File: config.mk
export PLATFORM = sky130hd
export DESIGN_NAME = seq_playback_ctrl_flat
export DESIGN_NICKNAME = d
export VERILOG_FILES = /design/src/rtl/game_pkg.sv /design/src/rtl/seq_playback_ctrl_if.sv /design/src/rtl/seq_playback_ctrl_phase_timer.sv /design/src/rtl/seq_playback_ctrl.sv /design/src/flat_wrapper.sv
export SDC_FILE = /design/constraint.sdc
export NUM_CORES = 1
export LEC_CHECK = 0
export ABC_CLOCK_PERIOD_IN_PS = 2740
export CORE_MARGIN = 4
export CORE_UTILIZATION = 30
export DETAILED_ROUTE_END_ITERATION = 10
export GPL_TIMING_DRIVEN = 0
export PLACE_DENSITY = 0.56
export SLEW_MARGIN = 20
export SYNTH_ARGS = -nofsm -noshare
export SYNTH_HDL_FRONTEND = slang
export SYNTH_HIERARCHICAL = 1
export SYNTH_SLANG_ARGS = --single-unit
File: constraint.sdc
create_clock -name clk -period 2.74 [get_ports clk]
set_input_delay 0.548 -clock clk [delete_from_list [all_inputs] [get_ports clk]]
set_output_delay 0.548 -clock clk [all_outputs]
set_load 0.05 [all_outputs]
File: src/rtl/game_pkg.sv
// Shared definitions for the game datapath: playback state encodings,
// display timing constants and digit geometry.
package game_pkg;

    typedef enum logic [1:0] {
        PB_IDLE = 2'd0,
        PB_ON   = 2'd1,
        PB_GAP  = 2'd2,
        PB_DONE = 2'd3
    } pb_state_t;

    localparam int CLK_HZ      = 50000000;
    localparam int T_DIGIT_ON  = CLK_HZ / 2;   // 0.5 s digit on-time
    localparam int T_DIGIT_GAP = CLK_HZ / 4;   // 0.25 s blank between digits

    localparam int DIGIT_W    = 4;
    localparam int MAX_DIGITS = 8;

    // Saturate a requested sequence length to the number of digit slots.
    function automatic int clamp_len(input int len, input int max_len);
        return (len > max_len) ? max_len : len;
    endfunction

endpackage

File: src/rtl/seq_playback_ctrl_if.sv
// Request/display bundle between the game FSM (master) and the playback
// controller (slave).
interface seq_playback_ctrl_if #(
    parameter int MAX_DIGITS = 8,
    parameter int IDX_W      = 3
);
    logic                                   start_play;
    logic                                   abort;
    logic [game_pkg::DIGIT_W*MAX_DIGITS-1:0] answer_seq;
    logic [3:0]                             seq_len;
    logic [game_pkg::DIGIT_W-1:0]           disp_digit;
    logic                                   disp_valid;
    logic [IDX_W-1:0]                       digit_idx;
    logic                                   busy;
    logic                                   play_done;

    modport master (
        output start_play, abort, answer_seq, seq_len,
        input  disp_digit, disp_valid, digit_idx, busy, play_done
    );

    modport slave (
        input  start_play, abort, answer_seq, seq_len,
        output disp_digit, disp_valid, digit_idx, busy, play_done
    );
endinterface

File: src/rtl/seq_playback_ctrl_phase_timer.sv
// Loadable down-counter that stops at zero; expire_o flags count == 0.
module phase_timer #(
    parameter int W = 8
) (
    input  logic         clk,
    input  logic         rst,
    input  logic         load_i,
    input  logic [W-1:0] load_val_i,
    output logic         expire_o
);
    logic [W-1:0] count_q, count_d;

    // Next count: load wins, otherwise count down and hold at zero.
    always_comb begin
        count_d = count_q;
        if (load_i) begin
            count_d = load_val_i;
        end else if (count_q != '0) begin
            count_d = count_q - W'(1);
        end
    end

    // Count register.
    always_ff @(posedge clk) begin
        if (rst) begin
            count_q <= '0;
        end else begin
            count_q <= count_d;
        end
    end

    assign expire_o = (count_q == '0);

endmodule

File: src/rtl/seq_playback_ctrl.sv
// Plays a latched digit sequence on the display: each digit is shown for
// ON_CYCLES, separated by GAP_CYCLES of blank, then play_done is held.
module seq_playback_ctrl
    import game_pkg::*;
#(
    parameter int ON_CYCLES  = game_pkg::T_DIGIT_ON,
    parameter int GAP_CYCLES = game_pkg::T_DIGIT_GAP,
    parameter int MAX_DIGITS = game_pkg::MAX_DIGITS
) (
    input  logic                clk,
    input  logic                rst,
    seq_playback_ctrl_if.slave  pb
);
    localparam int CNT_MAX = (ON_CYCLES > GAP_CYCLES) ? ON_CYCLES : GAP_CYCLES;
    localparam int CNT_W   = (CNT_MAX > 1) ? $clog2(CNT_MAX) : 1;
    localparam int IDX_W   = (MAX_DIGITS > 1) ? $clog2(MAX_DIGITS) : 1;
    localparam int LEN_W   = $clog2(MAX_DIGITS + 1);
    localparam int SEQ_W   = DIGIT_W * MAX_DIGITS;

    localparam logic [CNT_W-1:0] ON_LOAD  = CNT_W'(ON_CYCLES - 1);
    localparam logic [CNT_W-1:0] GAP_LOAD = CNT_W'(GAP_CYCLES - 1);

    pb_state_t          state_q, state_d;
    logic [IDX_W-1:0]   idx_q, idx_d;
    logic [SEQ_W-1:0]   seq_q, seq_d;
    logic [LEN_W-1:0]   len_q, len_d;

    logic               timer_load;
    logic [CNT_W-1:0]   timer_val;
    logic               timer_expire;
    logic [LEN_W-1:0]   start_len;
    logic               last_digit;

    logic [DIGIT_W-1:0] digits [MAX_DIGITS];

    genvar gi;
    generate
        for (gi = 0; gi < MAX_DIGITS; gi++) begin : g_digit
            assign digits[gi] = seq_q[gi*DIGIT_W +: DIGIT_W];
        end
    endgenerate

    assign start_len  = LEN_W'(clamp_len(int'(pb.seq_len), MAX_DIGITS));
    assign last_digit = (int'(idx_q) == int'(len_q) - 1);

    phase_timer #(
        .W (CNT_W)
    ) u_timer (
        .clk        (clk),
        .rst        (rst),
        .load_i     (timer_load),
        .load_val_i (timer_val),
        .expire_o   (timer_expire)
    );

    // Next-state logic; abort overrides everything including a same-cycle start.
    always_comb begin
        state_d    = state_q;
        idx_d      = idx_q;
        seq_d      = seq_q;
        len_d      = len_q;
        timer_load = 1'b0;
        timer_val  = '0;
        if (pb.abort) begin
            state_d    = PB_IDLE;
            idx_d      = '0;
            timer_load = 1'b1;
        end else begin
            case (state_q)
                PB_IDLE, PB_DONE: begin
                    if (pb.start_play) begin
                        seq_d = pb.answer_seq;
                        len_d = start_len;
                        idx_d = '0;
                        if (start_len == '0) begin
                            state_d = PB_DONE;
                        end else begin
                            state_d    = PB_ON;
                            timer_load = 1'b1;
                            timer_val  = ON_LOAD;
                        end
                    end
                end
                PB_ON: begin
                    if (timer_expire) begin
                        if (last_digit) begin
                            state_d = PB_DONE;
                        end else begin
                            state_d    = PB_GAP;
                            timer_load = 1'b1;
                            timer_val  = GAP_LOAD;
                        end
                    end
                end
                PB_GAP: begin
                    if (timer_expire) begin
                        state_d    = PB_ON;
                        idx_d      = idx_q + IDX_W'(1);
                        timer_load = 1'b1;
                        timer_val  = ON_LOAD;
                    end
                end
                default: state_d = PB_IDLE;
            endcase
        end
    end

    // State and playback context registers.
    always_ff @(posedge clk) begin
        if (rst) begin
            state_q <= PB_IDLE;
            idx_q   <= '0;
            seq_q   <= '0;
            len_q   <= '0;
        end else begin
            state_q <= state_d;
            idx_q   <= idx_d;
            seq_q   <= seq_d;
            len_q   <= len_d;
        end
    end

    // Moore outputs decoded from the registered state.
    always_comb begin
        pb.disp_valid = 1'b0;
        pb.disp_digit = '0;
        pb.busy       = 1'b0;
        pb.play_done  = 1'b0;
        pb.digit_idx  = idx_q;
        case (state_q)
            PB_ON: begin
                pb.disp_valid = 1'b1;
                pb.disp_digit = digits[idx_q];
                pb.busy       = 1'b1;
            end
            PB_GAP:  pb.busy      = 1'b1;
            PB_DONE: pb.play_done = 1'b1;
            default: ;
        endcase
    end

endmodule

File: src/flat_wrapper.sv
// flat-port wrapper written by rule: the top's interface ports become plain ports
module seq_playback_ctrl_flat import game_pkg::*;
#(
    parameter int ON_CYCLES  = game_pkg::T_DIGIT_ON,
    parameter int GAP_CYCLES = game_pkg::T_DIGIT_GAP,
    parameter int MAX_DIGITS = game_pkg::MAX_DIGITS
)
  (clk, rst, pb_start_play, pb_abort, pb_answer_seq, pb_seq_len, pb_disp_digit, pb_disp_valid, pb_digit_idx, pb_busy, pb_play_done);
  seq_playback_ctrl_if #(.MAX_DIGITS(MAX_DIGITS), .IDX_W(3)) pb_i ();
  input  logic clk;
  input  logic rst;
  input wire logic [$bits(pb_i.start_play)-1:0] pb_start_play;
  input wire logic [$bits(pb_i.abort)-1:0] pb_abort;
  input wire logic [$bits(pb_i.answer_seq)-1:0] pb_answer_seq;
  input wire logic [$bits(pb_i.seq_len)-1:0] pb_seq_len;
  output wire logic [$bits(pb_i.disp_digit)-1:0] pb_disp_digit;
  output wire logic [$bits(pb_i.disp_valid)-1:0] pb_disp_valid;
  output wire logic [$bits(pb_i.digit_idx)-1:0] pb_digit_idx;
  output wire logic [$bits(pb_i.busy)-1:0] pb_busy;
  output wire logic [$bits(pb_i.play_done)-1:0] pb_play_done;
  assign pb_i.start_play = pb_start_play;
  assign pb_i.abort = pb_abort;
  assign pb_i.answer_seq = pb_answer_seq;
  assign pb_i.seq_len = pb_seq_len;
  assign pb_disp_digit = pb_i.disp_digit;
  assign pb_disp_valid = pb_i.disp_valid;
  assign pb_digit_idx = pb_i.digit_idx;
  assign pb_busy = pb_i.busy;
  assign pb_play_done = pb_i.play_done;
  seq_playback_ctrl #(.ON_CYCLES(ON_CYCLES), .GAP_CYCLES(GAP_CYCLES), .MAX_DIGITS(MAX_DIGITS)) u_core (.clk(clk), .rst(rst), .pb(pb_i));
endmodule
# Word-level counts from Yosys, hierarchy flattened

Cells that the tools add are included.

Flip-flop bits (word level): 66
Word-level logic and storage cells: 64
Output and inout port bits: 10

Add/sub/neg operators: 3
Reduce and logical (&&, ||, !) cells: 12
Eq/ne operators: 7
Muxes and demuxes: 33
Order comparisons: 2
Bitwise logic cells: 2

Operators by type and width:

| operator              | number |
|---|---|
| $mux 25               | 7 |
| $pmux 25 s3           | 1 |
| $eq 4x32->1           | 1 |
| $logic_not 25->1      | 1 |
| $reduce_bool 25->1    | 1 |
| $sub 25x1->25 const B | 1 |
| $mux 24               | 1 |
| $mux 4                | 4 |
| $bmux 4 s3            | 1 |
| $mux 1                | 10 |
| $reduce_and 3->1      | 3 |
| $mux 2                | 4 |
| $mux 3                | 2 |
| $pmux 2 s3            | 1 |
| $pmux 3 s2            | 1 |
| $reduce_or 2->1       | 3 |
| $sub 4x1->5 const B   | 1 |
| $eq 2x2->1 const B    | 2 |
| $ge 4x4->1 const B    | 1 |
| $gt 4x4->1 const B    | 1 |
| $logic_not 4->1       | 1 |
| $ne 2x1->1 const B    | 2 |
| $not 3->4             | 1 |
| $reduce_bool 2->1     | 2 |
| 6 further kinds       | 6 |

# Depth between registers and ports, before layout

Depth in word-level cells: 8
Mapped depth: 12
Gate-level depth less buffers: 11

# Modules after synthesis

Netlist, hierarchy kept.

Modules (own cells, without submodules):

| module            | sequential area each (µm²) | cells an instance | times used | area an instance (µm²) |
|---|---|---|---|---|
| seq_playback_ctrl | 820.8                      | 247               | 1          | 2037.0 |
| phase_timer       | 500.5                      | 155               | 1          | 1350.0 |

# Worst setup path after synthesis

Ideal clock, no wire load.

Kind: register to register
From: register u_core.u_timer.count_q[15]
To: register u_core.u_timer.count_q[0]
Setup time: 64 ps
Arrival: 2807 ps
Cell stages (with the launch flop): 7
Path slack: -131 ps
Period minus slack after synthesis: 2871 ps
Cells stage by stage: dfxtp_1 > or4_4 > nand2b_4 > nor2_2 > nor2_1 > nor4b_1 > a22o_1

Cells in the longest elaborated chain, start to end: 5
Elaborated cells between the ends (all ways): 12

RTL lines:

| what                              | line                                             | text |
|---|---|---|
| from (decl)                       | seq_playback_ctrl_phase_timer.sv:11              | `logic [W-1:0] count_q, count_d;` |
| from (signal assigned)            | seq_playback_ctrl_phase_timer.sv:28              | `count_q <= count_d;` |
| $logic_not 25->1 (*)              | seq_playback_ctrl_phase_timer.sv:32              | `assign expire_o = (count_q == '0);` |
| via u_core.timer_expire           | seq_playback_ctrl.sv:30                          | `logic timer_expire;` |
| $mux 25, on equally long branches | seq_playback_ctrl.sv:96, seq_playback_ctrl.sv:85 |  |
| $pmux 25 s3 (*)                   | seq_playback_ctrl.sv:69                          | `case (state_q)` |
| $mux 25 (*)                       | seq_playback_ctrl.sv:64                          | `if (pb.abort) begin` |
| via u_core.timer_val[0]           | seq_playback_ctrl.sv:29                          | `logic [CNT_W-1:0] timer_val;` |
| $mux 25 (*)                       | seq_playback_ctrl_phase_timer.sv:16              | `if (load_i) begin` |

Mark *: on every way through the listed nets, which the timed path passes. The rest lies on a longest branch.
A chain may end at the register's enable or synchronous reset.

# Worst setup path in the final report

From: register u_core.len_q[0]
To: register u_core.u_timer.count_q[4]

Cells in the longest elaborated chain, start to end: 7
Elaborated cells between the ends (all ways): 12

RTL lines:

| what                                                | line                     | text |
|---|---|---|
| from (decl)                                         | seq_playback_ctrl.sv:26  | `logic [LEN_W-1:0] len_q, len_d;` |
| from (signal assigned)                              | seq_playback_ctrl.sv:119 | `len_q <= len_d;` |
| $sub 4x1->5 (*)                                     | seq_playback_ctrl.sv:44  | `assign last_digit = (int'(idx_q) == int'(len_q) - 1);` |
| $eq 4x32->1 (*)                                     | seq_playback_ctrl.sv:44  |  |
| $mux 1 (*)                                          | seq_playback_ctrl.sv:86  | `if (last_digit) begin` |
| $mux 1 (*)                                          | seq_playback_ctrl.sv:85  | `if (timer_expire) begin` |
| $pmux 1 s3 (*)                                      | seq_playback_ctrl.sv:69  |  |
| $mux 1 (*)                                          | seq_playback_ctrl.sv:64  |  |
| via u_core.timer_load                               | seq_playback_ctrl.sv:28  | `logic timer_load;` |
| $mux 25 / $reduce_bool 2->1 (equally long branches) | --                       |  |

Marks and branches as above.

==> impl_metrics.env <==
export IMPL_outcome="finished clean"
export IMPL_synthCells=402
export IMPL_cp_required_ns=2.99
export IMPL_synth_cell_type_count=54
export IMPL_grt_max_degree=14
export IMPL_core_area_mm2=0.01094
export IMPL_die_w_um=114.3
export IMPL_finClkSkew_ns=0.004530
export IMPL_finalSetupTns_ns=0
export IMPL_final_util_pct=41.19
export IMPL_ios=50
export IMPL_post_drt_wl_per_cell_um=14.38
export IMPL_placed_cell_area_mm2=0.004088
export IMPL_design_area_mm2=0.004504
export IMPL_drc=0
export IMPL_nets=519
export IMPL_hold_path_end="u_core/seq_q[22]"
export IMPL_startpoint_type="register"
export IMPL_synth_area_mm2=0.003387
export IMPL_ir_drop_uv=291.8
export IMPL_maxCapViolations=0
export IMPL_hpwl_mm=6.337
export IMPL_power_leakage_nw=1.591
export IMPL_drive_gt1_share_pct=14.47
export IMPL_cts_hold_buf=0
export IMPL_cp_arrival_ns=2.93
export IMPL_slowest_delay_ns=0.38
export IMPL_worstMarginPinSlew_ns=0.9216
export IMPL_routabilityCongestion=0.7759
export IMPL_hold_viol=0
export IMPL_post_drt_via_cell_ratio=4.882
export IMPL_clk_latency_ns=0.33
export IMPL_die_area_mm2=0.01305
export IMPL_crit_type="register to register"
export IMPL_die_y_um=114.3
export IMPL_drt_pass1_iter_count=5
export IMPL_cp_max_fo=6
export IMPL_clock_sinks=66
export IMPL_cts_buffer_depth=2
export IMPL_crit_chain="inv_1, ha_1, or3_1, o32a_1, a2111oi_4, o41ai_2, buf_4, buf_4, or3_1, a21oi_1"
export IMPL_syn_area_per_cell_um2=8.425
export IMPL_layout_setup_ws_ns=0.06422
export IMPL_tritoncts="built"
export IMPL_wl_mm=8.874
export IMPL_grt_pass1_wl_mm=15.04
export IMPL_portBuffers=49
export IMPL_dp_slack_ns=-0.6278
export IMPL_num_vias=3012
export IMPL_fin_crit_sh_pct=97.66
export IMPL_gr_total_overflow=0
export IMPL_syn2layout_area_growth_pct=32.99
export IMPL_slew_headroom_pct=38.08
export IMPL_cts_root_buf="clkbuf_16"
export IMPL_power_density_mw_per_mm2=726.0
export IMPL_cts_buffers=9
export IMPL_grt_pass1_vias=3029
export IMPL_hold_start="u_core/seq_q[22]"
export IMPL_critPathCaptureType="register"
export IMPL_grt_usage_pct=14.31
export IMPL_ys_flop_type="dfxtp_1"
export IMPL_max_freq_mhz=373.7
export IMPL_r2r_slack_ns=0.06
export IMPL_clkTransAtPathRegs_ns=0.06
export IMPL_rr_worst_depth=10
export IMPL_hold_depth=2
export IMPL_crit_path_top_delay_cell="a2111oi_4"
export IMPL_core_rowCount=38
export IMPL_r2r_start="u_core/len_q[0]"
export IMPL_finalCriticalPeriod_ns=2.676
export IMPL_antenna_found_initial=0
export IMPL_h_tree_depth=3
export IMPL_synth_edf_count=0
export IMPL_final_max_slew_violation_count=0
export IMPL_final_antenna_net_count=0
export IMPL_drtIter0Drc=172
export IMPL_setup_viol=0
export IMPL_r2r_end="u_core/u_timer/count_q[4]"
export IMPL_rsz0062_at_grt="yes"
export IMPL_yosysWarnings=6
export IMPL_async_flop_share_pct=0
export IMPL_synth_seq_cells=66
export IMPL_num_antenna_cells=0
export IMPL_synth_seq_area_share_pct=39.01
export IMPL_start_util_pct=30.97
export IMPL_hp_class="register to register"
==> timing repair <==
action | 4_1_cts | 5_1_grt
buffers inserted | 4 | 3
gates resized for setup | 22 | 15
pin swaps | 5 | 1
endpoints found under the setup margin | 28 | 22
==> power breakdown <==
part / switching [mW] / internal (mW) / total (mW)
Combinational: 0.528 / 0.429 / 0.958
Sequential: 0.0977 / 1.06 / 1.15
Clock: 0.447 / 0.712 / 1.16
==> per-layer routing <==
layer	GRT usage [%]	vias up	share of wire (%)
met5	0	-	0
met3	3.330	10	3.5
met1	19.02	1424	47
met2	23.03	45	48
li1	-	1533	-
met4	4.513	0	1.3
==> cell type report <==
| class | count | area [um^2] |
|---|---|---|
| fill | 1143 | 6431 |
| multi-input combinational | 307 | 1997 |
| sequential | 66 | 1329 |
| timing repair buffer | 56 | 541.8 |
| clock buffer | 9 | 225.2 |
| tap | 140 | 175.2 |
| buffer | 20 | 113.9 |
| clock inverter | 7 | 77.57 |
| inverter | 12 | 45.04 |
==> layout by cell type, fill, tap and decap left out, types with 5 or more instances in the layout <==
cell             synthesis  routed
nor2b_1                  7       6
dfxtp_1                 66      62
o21ai_1                  4       5
mux4_2                   8       8
o21ai_0                 16      14
clkbuf_16                0       9
nor3_1                  12      11
nand2_1                 93      93
a21oi_1                 46      46
buf_4                    0      10
ha_1                     7       7
inv_1                   12      12
clkbuf_1                14      11
mux2i_1                  5       5
a22o_1                   5       5
nor2_1                  18      17
xnor2_1                 17      17
xor2_1                   6       6
nor4_1                   7       7
clkdlybuf4s50_1          0      45
==> flip-flops by register name, indices dropped and copies added, names as in the netlist <==
register                cells
u_core/state_q              2
u_core/pb.digit_idx         3
u_core/seq_q               32
u_core/len_q                4
u_core/u_timer/count_q     25
==> cells by family (layout without fill, tap and decap cells) <==
logic type                 after synthesis  in the layout  synth area share, %
AOI/OAI and AO/OA                       88             88                15.92
other                                    1              4               0.1107
muxes                                   14             14                7.130
and+or+nand+nor                        171            171                25.38
adders and majority gates                7              7                2.586
xor gates and xnor gates                23             23                5.947
buffers and inverters                   32            104                3.916
DFF                                     66             66                39.01
==> Yosys cell counts, types with 2 or more instances <==
master	instances	share of area (%)
o21ai_1	4	0.59
nor3_1	12	1.8
mux2i_1	5	1.5
nor2b_1	7	1.3
nor4_1	7	1.3
clkbuf_1	14	1.6
nand3b_1	3	0.66
a22o_1	5	1.3
o21ai_0	16	2.4
xor2_1	6	1.6
nor2_1	18	2.0
nor4b_1	3	0.78
xnor2_1	17	4.4
nand4_1	2	0.37
o21a_1	2	0.44
nor3b_1	4	0.89
nor4_4	2	1.3
a21oi_1	46	6.8
buf_2	4	0.59
nand2_1	93	10
or4_1	2	0.44
or2_2	2	0.37
o21bai_1	2	0.44
inv_1	12	1.3
a21o_1	2	0.44
dfxtp_1	66	39
or3_1	4	0.74
mux4_2	8	5.3
ha_1	7	2.6
o31ai_1	2	0.44
o41ai_1	2	0.52
==> worst max-delay path: cells and delay by family (launching register included) <==
family | cells | cell delay [ns]
AOI/OAI and AO/OA | 4 | 0.99
buffers and inverters | 3 | 0.36
DFF | 1 | 0.37
and+or+nand+nor | 2 | 0.67
adders and majority gates | 1 | 0.21
==> worst max-delay path by stage <==
stage,endpoint,slack [ns],depth (start not counted),start
6_report,u_core/u_timer/count_q[4],0.06,10,u_core/len_q[0]
5_1_grt,u_core/u_timer/count_q[2],-0.05,10,u_core/len_q[0]
4_1_cts,u_core/u_timer/count_q[13],0.006,10,u_core/u_timer/count_q[15]
3_5_place_dp,u_core/u_timer/count_q[12],-0.63,10,u_core/u_timer/count_q[8]
3_3_place_gp,u_core/u_timer/count_q[20],-0.60,12,u_core/u_timer/count_q[0]
2_1_floorplan,u_core/u_timer/count_q[0],0.03,9,u_core/u_timer/count_q[15]
==> stage by stage <==
stage | power (mW) | std cells | hold WS (ns)
finish | 3.270 | 617 | 0.4524
global route | 3.466 | 617 | 0.4693
CTS | 3.265 | 614 | 0.4547
detailed placement | 2.075 | 594 | 0.4470
global placement | 2.058 | 594 | 0.4421
floorplan | 1.830 | 405 | 0.4331
No activity file was read; power rests on OpenSTA's default activity.
